==> src/rtl/imm_encoder_pkg.sv <==
// Shared constants, FSM state encoding and rotate helper for the immediate encoder.
// The IMM_ENCODER_FAST_EN build option (parallel rotation search) is selected in imm_encoder.sv.
package imm_encoder_pkg;

    localparam int REGISTER_LEN = 32;
    localparam int ROT_STEPS    = 16;

    typedef enum logic [1:0] {
        IMM_ENC_IDLE   = 2'd0,
        IMM_ENC_SEARCH = 2'd1,
        IMM_ENC_DONE   = 2'd2
    } imm_enc_state_t;

    // Rotate left by 2*r; the doubled word makes the wrap-around fall out of a plain shift.
    function automatic logic [REGISTER_LEN-1:0] rotl2(input logic [REGISTER_LEN-1:0] v,
                                                      input logic [3:0]              r);
        logic [2*REGISTER_LEN-1:0] t;
        t = {v, v} << {r, 1'b0};
        return t[2*REGISTER_LEN-1:REGISTER_LEN];
    endfunction

endpackage

==> src/rtl/imm_rot_check.sv <==
// Combinational check of one rotation: does value rotated left by 2*r fit in 8 bits?
// imm8 is the low byte of that rotated candidate.
module imm_rot_check
    import imm_encoder_pkg::*;
(
    input  logic [REGISTER_LEN-1:0] value,
    input  logic [3:0]              r,
    output logic                    match,
    output logic [7:0]              imm8
);

    logic [REGISTER_LEN-1:0] cand;

    assign cand  = rotl2(value, r);
    assign match = (cand[REGISTER_LEN-1:8] == '0);
    assign imm8  = cand[7:0];

endmodule

==> src/rtl/imm_encoder.sv <==
// Encodes a 32-bit constant as a 12-bit rotate-immediate or memory offset, one rotation per cycle.
// IMM_ENCODER_FAST_EN: all 16 rotations checked in parallel, result one edge after start.
module imm_encoder
    import imm_encoder_pkg::*;
(
    input  logic                    clk,
    input  logic                    rst,
    input  logic                    start,
    input  logic [REGISTER_LEN-1:0] value,
    input  logic                    is_mem_command,
    output logic                    busy,
    output logic                    done,
    output logic                    encodable,
    output logic [11:0]             shift_operand,
    output logic                    immediate
);

    imm_enc_state_t state, state_nxt;
    logic           enc_nxt;
    logic [11:0]    so_nxt;
    logic           imm_nxt;

`ifdef IMM_ENCODER_FAST_EN
    logic [ROT_STEPS-1:0] hit;
    logic [7:0]           imm_arr [ROT_STEPS];
    logic                 fast_hit;
    logic [3:0]           fast_rot;
    logic [7:0]           fast_imm;

    for (genvar g = 0; g < ROT_STEPS; g++) begin : g_chk
        imm_rot_check u_chk (
            .value (value),
            .r     (4'(g)),
            .match (hit[g]),
            .imm8  (imm_arr[g])
        );
    end

    // Walk downward so the lowest matching rotation is the one left standing.
    always_comb begin
        fast_hit = 1'b0;
        fast_rot = 4'd0;
        fast_imm = 8'd0;
        for (int i = ROT_STEPS - 1; i >= 0; i--) begin
            if (hit[i]) begin
                fast_hit = 1'b1;
                fast_rot = 4'(i);
                fast_imm = imm_arr[i];
            end
        end
    end
`else
    logic [REGISTER_LEN-1:0] val_q, val_nxt;
    logic [3:0]              rot, rot_nxt;
    logic                    chk_match;
    logic [7:0]              chk_imm8;

    imm_rot_check u_chk (
        .value (val_q),
        .r     (rot),
        .match (chk_match),
        .imm8  (chk_imm8)
    );

    always_ff @(posedge clk or posedge rst) begin
        if (rst) begin
            val_q <= '0;
            rot   <= 4'd0;
        end else begin
            val_q <= val_nxt;
            rot   <= rot_nxt;
        end
    end
`endif

    always_ff @(posedge clk or posedge rst) begin
        if (rst) begin
            state         <= IMM_ENC_IDLE;
            encodable     <= 1'b0;
            shift_operand <= 12'd0;
            immediate     <= 1'b0;
        end else begin
            state         <= state_nxt;
            encodable     <= enc_nxt;
            shift_operand <= so_nxt;
            immediate     <= imm_nxt;
        end
    end

    always_comb begin
        state_nxt = state;
        enc_nxt   = encodable;
        so_nxt    = shift_operand;
        imm_nxt   = immediate;
`ifndef IMM_ENCODER_FAST_EN
        val_nxt   = val_q;
        rot_nxt   = rot;
`endif
        case (state)
            IMM_ENC_IDLE: begin
                if (start) begin
                    imm_nxt = !is_mem_command;
                    if (is_mem_command) begin
                        enc_nxt   = (value[REGISTER_LEN-1:12] == '0);
                        so_nxt    = enc_nxt ? value[11:0] : 12'd0;
                        state_nxt = IMM_ENC_DONE;
                    end else begin
`ifdef IMM_ENCODER_FAST_EN
                        enc_nxt   = fast_hit;
                        so_nxt    = fast_hit ? {fast_rot, fast_imm} : 12'd0;
                        state_nxt = IMM_ENC_DONE;
`else
                        val_nxt   = value;
                        rot_nxt   = 4'd0;
                        enc_nxt   = 1'b0;
                        so_nxt    = 12'd0;
                        state_nxt = IMM_ENC_SEARCH;
`endif
                    end
                end
            end
            IMM_ENC_SEARCH: begin
`ifdef IMM_ENCODER_FAST_EN
                state_nxt = IMM_ENC_IDLE;
`else
                if (chk_match) begin
                    enc_nxt   = 1'b1;
                    so_nxt    = {rot, chk_imm8};
                    state_nxt = IMM_ENC_DONE;
                end else if (rot == 4'd15) begin
                    enc_nxt   = 1'b0;
                    so_nxt    = 12'd0;
                    state_nxt = IMM_ENC_DONE;
                end else begin
                    rot_nxt = rot + 4'd1;
                end
`endif
            end
            IMM_ENC_DONE: state_nxt = IMM_ENC_IDLE;
            default:      state_nxt = IMM_ENC_IDLE;
        endcase
    end

    assign done = (state == IMM_ENC_DONE);
    assign busy = (state != IMM_ENC_IDLE);

endmodule
==> config.mk <==
export PLATFORM = sky130hd
export DESIGN_NAME = imm_encoder
export DESIGN_NICKNAME = d
export VERILOG_FILES = /design/src/rtl/imm_encoder_pkg.sv /design/src/rtl/imm_rot_check.sv /design/src/rtl/imm_encoder.sv
export SDC_FILE = /design/constraint.sdc
export NUM_CORES = 1
export LEC_CHECK = 0
export CAP_MARGIN = 10
export CORE_UTILIZATION = 30
export DETAILED_ROUTE_END_ITERATION = 16
export PLACE_DENSITY = 0.5
export RECOVER_POWER = 100
export SLEW_MARGIN = 20
export SYNTH_ARGS = -nofsm -noshare
export SYNTH_HDL_FRONTEND = slang
export SYNTH_SLANG_ARGS = --single-unit
==> constraint.sdc <==
create_clock -name clk -period 6.3 [get_ports clk]
set_input_delay 1.575 -clock clk [delete_from_list [all_inputs] [get_ports clk]]
set_output_delay 1.575 -clock clk [all_outputs]
set_load 0.02 [all_outputs]
==> impl_metrics.ini, run 1 <==
[critical_path]
cp_top_family = simple AND/OR/NAND/NOR gates
slowest_stage = dfrtp_1
crit_path_max_fanout = 26
crit_type = reg -> reg
cp_cell_sequence = buf_4 > mux4_1 > or2_2 > nor3_1 > o221ai_1 > o32a_1 > nand3b_1 > nor2_4 > mux2_2
start_kind = flop
slowest_delay_ps = 1010
cp.required_ps = 6480
crit_buf_inv = 1
cp-end-kind = flop
arrival_ps = 4630

[placement]
gp_congestion = 0.829
port_buffers = 51
pre_cts_ws_ps = 2250
hpwl_um = 7360
dp_cells = 480

[route]
vias = 2794
ant_nets = 0
wl_per_cell_um = 20.2
firstDrtPassIters = 4
vias_per_cell = 5.73
drtIter0Drc = 168
route.detailed.drc = 0
wl_um = 9860

[timing]
tns_ps = 0
period_needed_ps = 4450
finalSetupViolations = 0
max-slew-margin-rel_pct = -54.6
slew_viol_final = 88
rsz0062_at_grt = no
worst_slew_pin_slew_ps = 2310
timing.fmax_ghz = 0.225
timing.final.crit_share_pct = 70.6
finClkSkew_ps = 7.89
worst_slack_ps = 1850
hold_ws_ps = 483
hold_viol = 0

[finish]
finalNonFillerCells = 488
fin_nets = 377
syn_to_final_growth_pct = 19.2
drive_above_1_share_pct = 24.3
insertedDiodeCount = 0
fillers = 1207

[job]
drv_cap = 2

[power_and_ir_drop]
p_leak_nw = 1.72
power_density_nw_per_um2 = 501
ir_drop_uv = 244

[clock_tree]
cts_hold_buf = 0
cts_resized = 0
clk_pin_slew_ps = 70
clk_path_buf_depth = 2
cts-root-buf = clkbuf_16
numClockSinks = 52
ctsHtreeMaxLevel = 2
cts_tree = yes
cts_setup_buffers = 0
cts_made_buffers = 5
insertion_delay_ps = 300

[logic_synthesis]
synthTopCellsByArea = dfrtp_1 35%, mux4_2 13%, mux2_2 12%, mux2i_1 7.3%, mux4_1 6.4%
ys_top_cells_by_count = 52 x dfrtp_1, 41 x mux2_2, 27 x mux2i_1
ys_seq_elements = 52
ys.warnings.count = 0
synthMostInstantiatedCell = dfrtp_1
yosysSeqAreaShare_pct = 35.1
ys.flop_type = dfrtp_1
synth_top_area_share_pct = 35.1
syn_nets = 335
synth_top_cell_by_area = dfrtp_1
synthCells = 298
synth_edf_count = 0
ys_async_sr_fraction_pct = 100
syn_area_um2 = 3710
avgSynthCellArea_um2 = 12.4
synth_cell_type_count = 47

[global_route]
grt_max_degree = 53
grt_pass1_wl_um = 16000
grt.total_usage_pct = 16.2
grt_pass1_vias = 2790
grt-ovfl-total = 0
antenna_found_initial = 0

[floorplan]
die-area_um2 = 12800
pin_count = 52
die_w_um = 113
start_util_pct = 30.9
core_area_um2 = 12000
rows = 40
die_y_um = 113

[outcome]
run_status = finished, violations left
violations = capacitance limit, slew limit

[hold_path]
hold_path.class = reg -> reg
[layout by cell type, fill, tap and decap left out, types with 2 or more instances in the layout]
master,n
nor3b_1,4
nor2b_1,4
mux2_1,4
dlygate4sd3_1,18
mux2_2,41
nor2_1,21
mux2i_1,27
clkbuf_16,5
o21ai_0,4
nand2b_1,3
o41ai_1,2
dfrtp_1,52
a21oi_1,11
nand3_1,6
clkdlybuf4s50_1,33
mux4_2,21
nand2_1,10
a311oi_1,2
mux4_1,9
a22oi_1,6
clkbuf_1,3
buf_4,4
a22o_1,7
or2_2,2
nor4_2,2
nor3_1,11
inv_1,3
nor4_1,5
[where the power goes]
group          internal (mW)  total (mW)  switching [mW]
clock network          0.149       0.272           0.123
registers              0.459       0.753           0.294
logic                  0.661        1.19           0.528
[tightest hold or removal path: cells and delay by family (launching register included)]
| family | cells | cell delay (ps) |
|---|---|---|
| DFF | 1 | 340 |
| and+or+nand+nor | 2 | 110 |
[logic make-up (layout without fill, tap and decap cells)]
kind of cell    Yosys count  count (layout)  synth area share (%)
fa+ha+maj                 1               1                 0.337
flops                    52              52                  35.1
buf+inv                  25              68                  4.22
mux                     102             102                  40.5
simple gates             78              78                  12.0
compound gates           40              40                  7.86
[layout make-up]
class / instances / area [µm²] / area share (%)
flip-flops and latches: 52 / 1300 / 29.4
multi-input cells: 221 / 2230 / 50.5
clock inverters: 1 / 8.76 / 0.198
well taps: 147 / 184 / 4.16
clock buffers: 7 / 133 / 3.00
inverters: 4 / 16.3 / 0.368
repair buffers: 56 / 544 / 12.3
[path summary, 6_finish.rpt]
kind	slack (ps)	endpoint	from	cells after the start
worst max register to register	1850	shift_operand[9]$_DFFE_PP0P_	rot[0]$_DFFE_PP0P_	9
worst max-delay path	1850	shift_operand[9]$_DFFE_PP0P_	rot[0]$_DFFE_PP0P_	9
max in group asynchronous	2900	val_q[21]$_DFFE_PP0P_	rst	2
worst min-delay path	480	immediate$_DFFE_PP0P_	immediate$_DFFE_PP0P_	2
min in group asynchronous	2350	encodable$_DFFE_PP0P_	rst	2
worst min register to register	480	immediate$_DFFE_PP0P_	immediate$_DFFE_PP0P_	2
[per-layer routing]
| layer | wire (µm) | part of all wire [%] | GRT usage [%] | vias to the layer above |
|---|---|---|---|---|
| li1 | - | - | - | 1263 |
| met1 | 4350 | 44 | 21.4 | 1444 |
| met2 | 4870 | 49 | 26.9 | 72 |
| met3 | 403 | 4.1 | 2.57 | 15 |
| met4 | 235 | 2.4 | 5.96 | 0 |
| met5 | 0 | 0 | 0 | - |
[flip-flops by register name, indices dropped and copies added, names as in the netlist]
register       flops
state              2
rot                4
shift_operand     12
immediate          1
encodable          1
val_q             32
[per-stage QoR]
step | power, mW | cell area (µm²) | utilization [%]
finish | 2.21 | 4420 | 36.8
global route | 2.37 | 4420 | 36.8
CTS | 2.24 | 4450 | 37.1
detailed placement | 1.96 | 4310 | 35.9
global placement | 1.95 | 4310 | 35.9
floorplan | 1.63 | 3710 | -
Power figures use the tool's default switching activity.
==> run 2, diff against run 1 <==
- clock period: 6.3 -> 4.37 ns (I/O delays scaled with it)
==> impl_metrics.ini, run 2 (same netlist as run 1, synthesis figures left out) <==
[placement]
port_buffers = 51
hpwl_um = 7440
gp_congestion = 0.839

[finish]
insertedDiodeCount = 0
fin_nets = 381
reg_top3 = val_q: 32 flops, shift_operand: 12 flops, rot: 4 flops
post-route-util_pct = 37.0
layout_commonest_cell = dfrtp_1
largest_reg_flops = 32
syn_to_final_growth_pct = 19.7
drive_above_1_share_pct = 24.3
final_cell_mix = 51 x dfrtp_1, 41 x mux2_2, 33 x clkdlybuf4s50_1, 27 x mux2i_1, 22 x nor2_1
top_register = val_q

[timing]
timing.final.crit_share_pct = 85.7
rsz0062_at_grt = no
slew_viol_final = 0
finalSetupViolations = 0
hold_viol = 0
max-slew-margin-rel_pct = 19.1
period_needed_ps = 3750
tns_ps = 0
timing.fmax_ghz = 0.267
worst_slew_pin_slew_ps = 1210
finClkSkew_ps = 9.26

[clock_tree]
insertion_delay_ps = 290
numClockSinks = 52
clk_pin_slew_ps = 70
cts_setup_buffers = 0
cts_hold_buf = 0
cts-root-buf = clkbuf_16
cts_made_buffers = 5
cts_tree = yes
ctsHtreeMaxLevel = 2
cts_resized = 0
clk_path_buf_depth = 2

[route]
ant_nets = 0
wl_per_cell_um = 19.9
firstDrtPassIters = 4
vias_per_cell = 5.69
drtIter0Drc = 228
route.detailed.drc = 0
vias = 2801
wl_um = 9820

[power_and_ir_drop]
p_comb_share_pct = 53.5
p_int_mw = 1.84
swShare_pct = 42.8
ir_drop_uv = 294
p_sw_mw = 1.37
seqPwrFrac_pct = 34.5
p_leak_nw = 1.73
clkPwrFrac_pct = 12.0
power_density_nw_per_um2 = 723

[floorplan]
die_y_um = 113
die-area_um2 = 12800
rows = 40
start_util_pct = 30.9
pin_count = 52
die_w_um = 113
core_area_um2 = 12000

[global_route]
grt-ovfl-total = 0
grt_pass1_vias = 2750
grt.total_usage_pct = 16.0
grt_max_degree = 32
antenna_found_initial = 0
grt_pass1_wl_um = 15700

[critical_path]
cp-end-kind = flop
crit_path_max_fanout = 23
arrival_ps = 3930
crit_type = reg -> reg
start_kind = flop
cp.required_ps = 4550

[hold_path]
hold_path.class = reg -> reg

[job]
drv_cap = 0

[outcome]
run_status = finished clean
run 2: cell count changes in the layout (fill, tap and decap cells not counted), sizes merged:
cell | before | now
inv | 3 | 4
buf | 4 | 6
clkbuf | 8 | 10
clkinvlp | 1 | 0
run 2: worst paths after layout:
| path | from | endpoint | slack (ps) | cells after the start |
|---|---|---|---|---|
| max in group asynchronous | rst | shift_operand[6]$_DFFE_PP0P_ | 1150 | 3 |
| hold reg to reg | immediate$_DFFE_PP0P_ | immediate$_DFFE_PP0P_ | 480 | 2 |
| min in group asynchronous | rst | val_q[8]$_DFFE_PP0P_ | 1540 | 2 |
| setup / recovery | rot[0]$_DFFE_PP0P_ | shift_operand[9]$_DFFE_PP0P_ | 620 | 8 |
| hold / removal | immediate$_DFFE_PP0P_ | immediate$_DFFE_PP0P_ | 480 | 2 |
| setup reg to reg | rot[0]$_DFFE_PP0P_ | shift_operand[9]$_DFFE_PP0P_ | 620 | 8 |
run 2: power groups by stage:
stage / clock, mW / sequential, mW / combinational (mW)
floorplan: 0 / 0.849 / 1.50
global placement: 0 / 1.11 / 1.75
detailed placement: 0 / 1.11 / 1.74
CTS: 0.397 / 1.10 / 1.75
global route: 0.417 / 1.16 / 1.86
finish: 0.385 / 1.11 / 1.72
run 2: per-layer routing:
layer | track usage [%] | vias to the layer above | routed length [µm]
li1 | - | 1273 | -
met1 | 21.4 | 1445 | 4500
met2 | 26.8 | 76 | 4820
met3 | 2.68 | 7 | 377
met4 | 4.30 | 0 | 109
met5 | 0 | - | 0
run 2: stage by stage:
stage               hold slack [ps]  cells  power [mW]  worst slack (ps)  cell area [µm²]
CTS                             493    492        3.24               825             4480
floorplan                       463    298        2.35              1510             3710
finish                          483    492        3.21               624             4440
detailed placement              471    484        2.85               838             4340
global route                    509    492        3.43               403             4440
global placement                471    484        2.86               910             4340
run 2: layout make-up:
class,count,area (µm²)
tap,147,184
inverter,4,15.0
sequential,52,1300
fill,1199,7570
timing repair buffer,60,567
clock inverter,1,8.76
multi-input combinational,221,2230
clock buffer,7,133
run 2: worst max-delay path: stages (launching register included):
cell,delay (ps)
dfrtp_2,740
mux4_1,660
or2_2,340
nor3_1,270
o221ai_1,160
o32a_1,180
nand3b_1,380
nor2_4,500
mux2_2,390
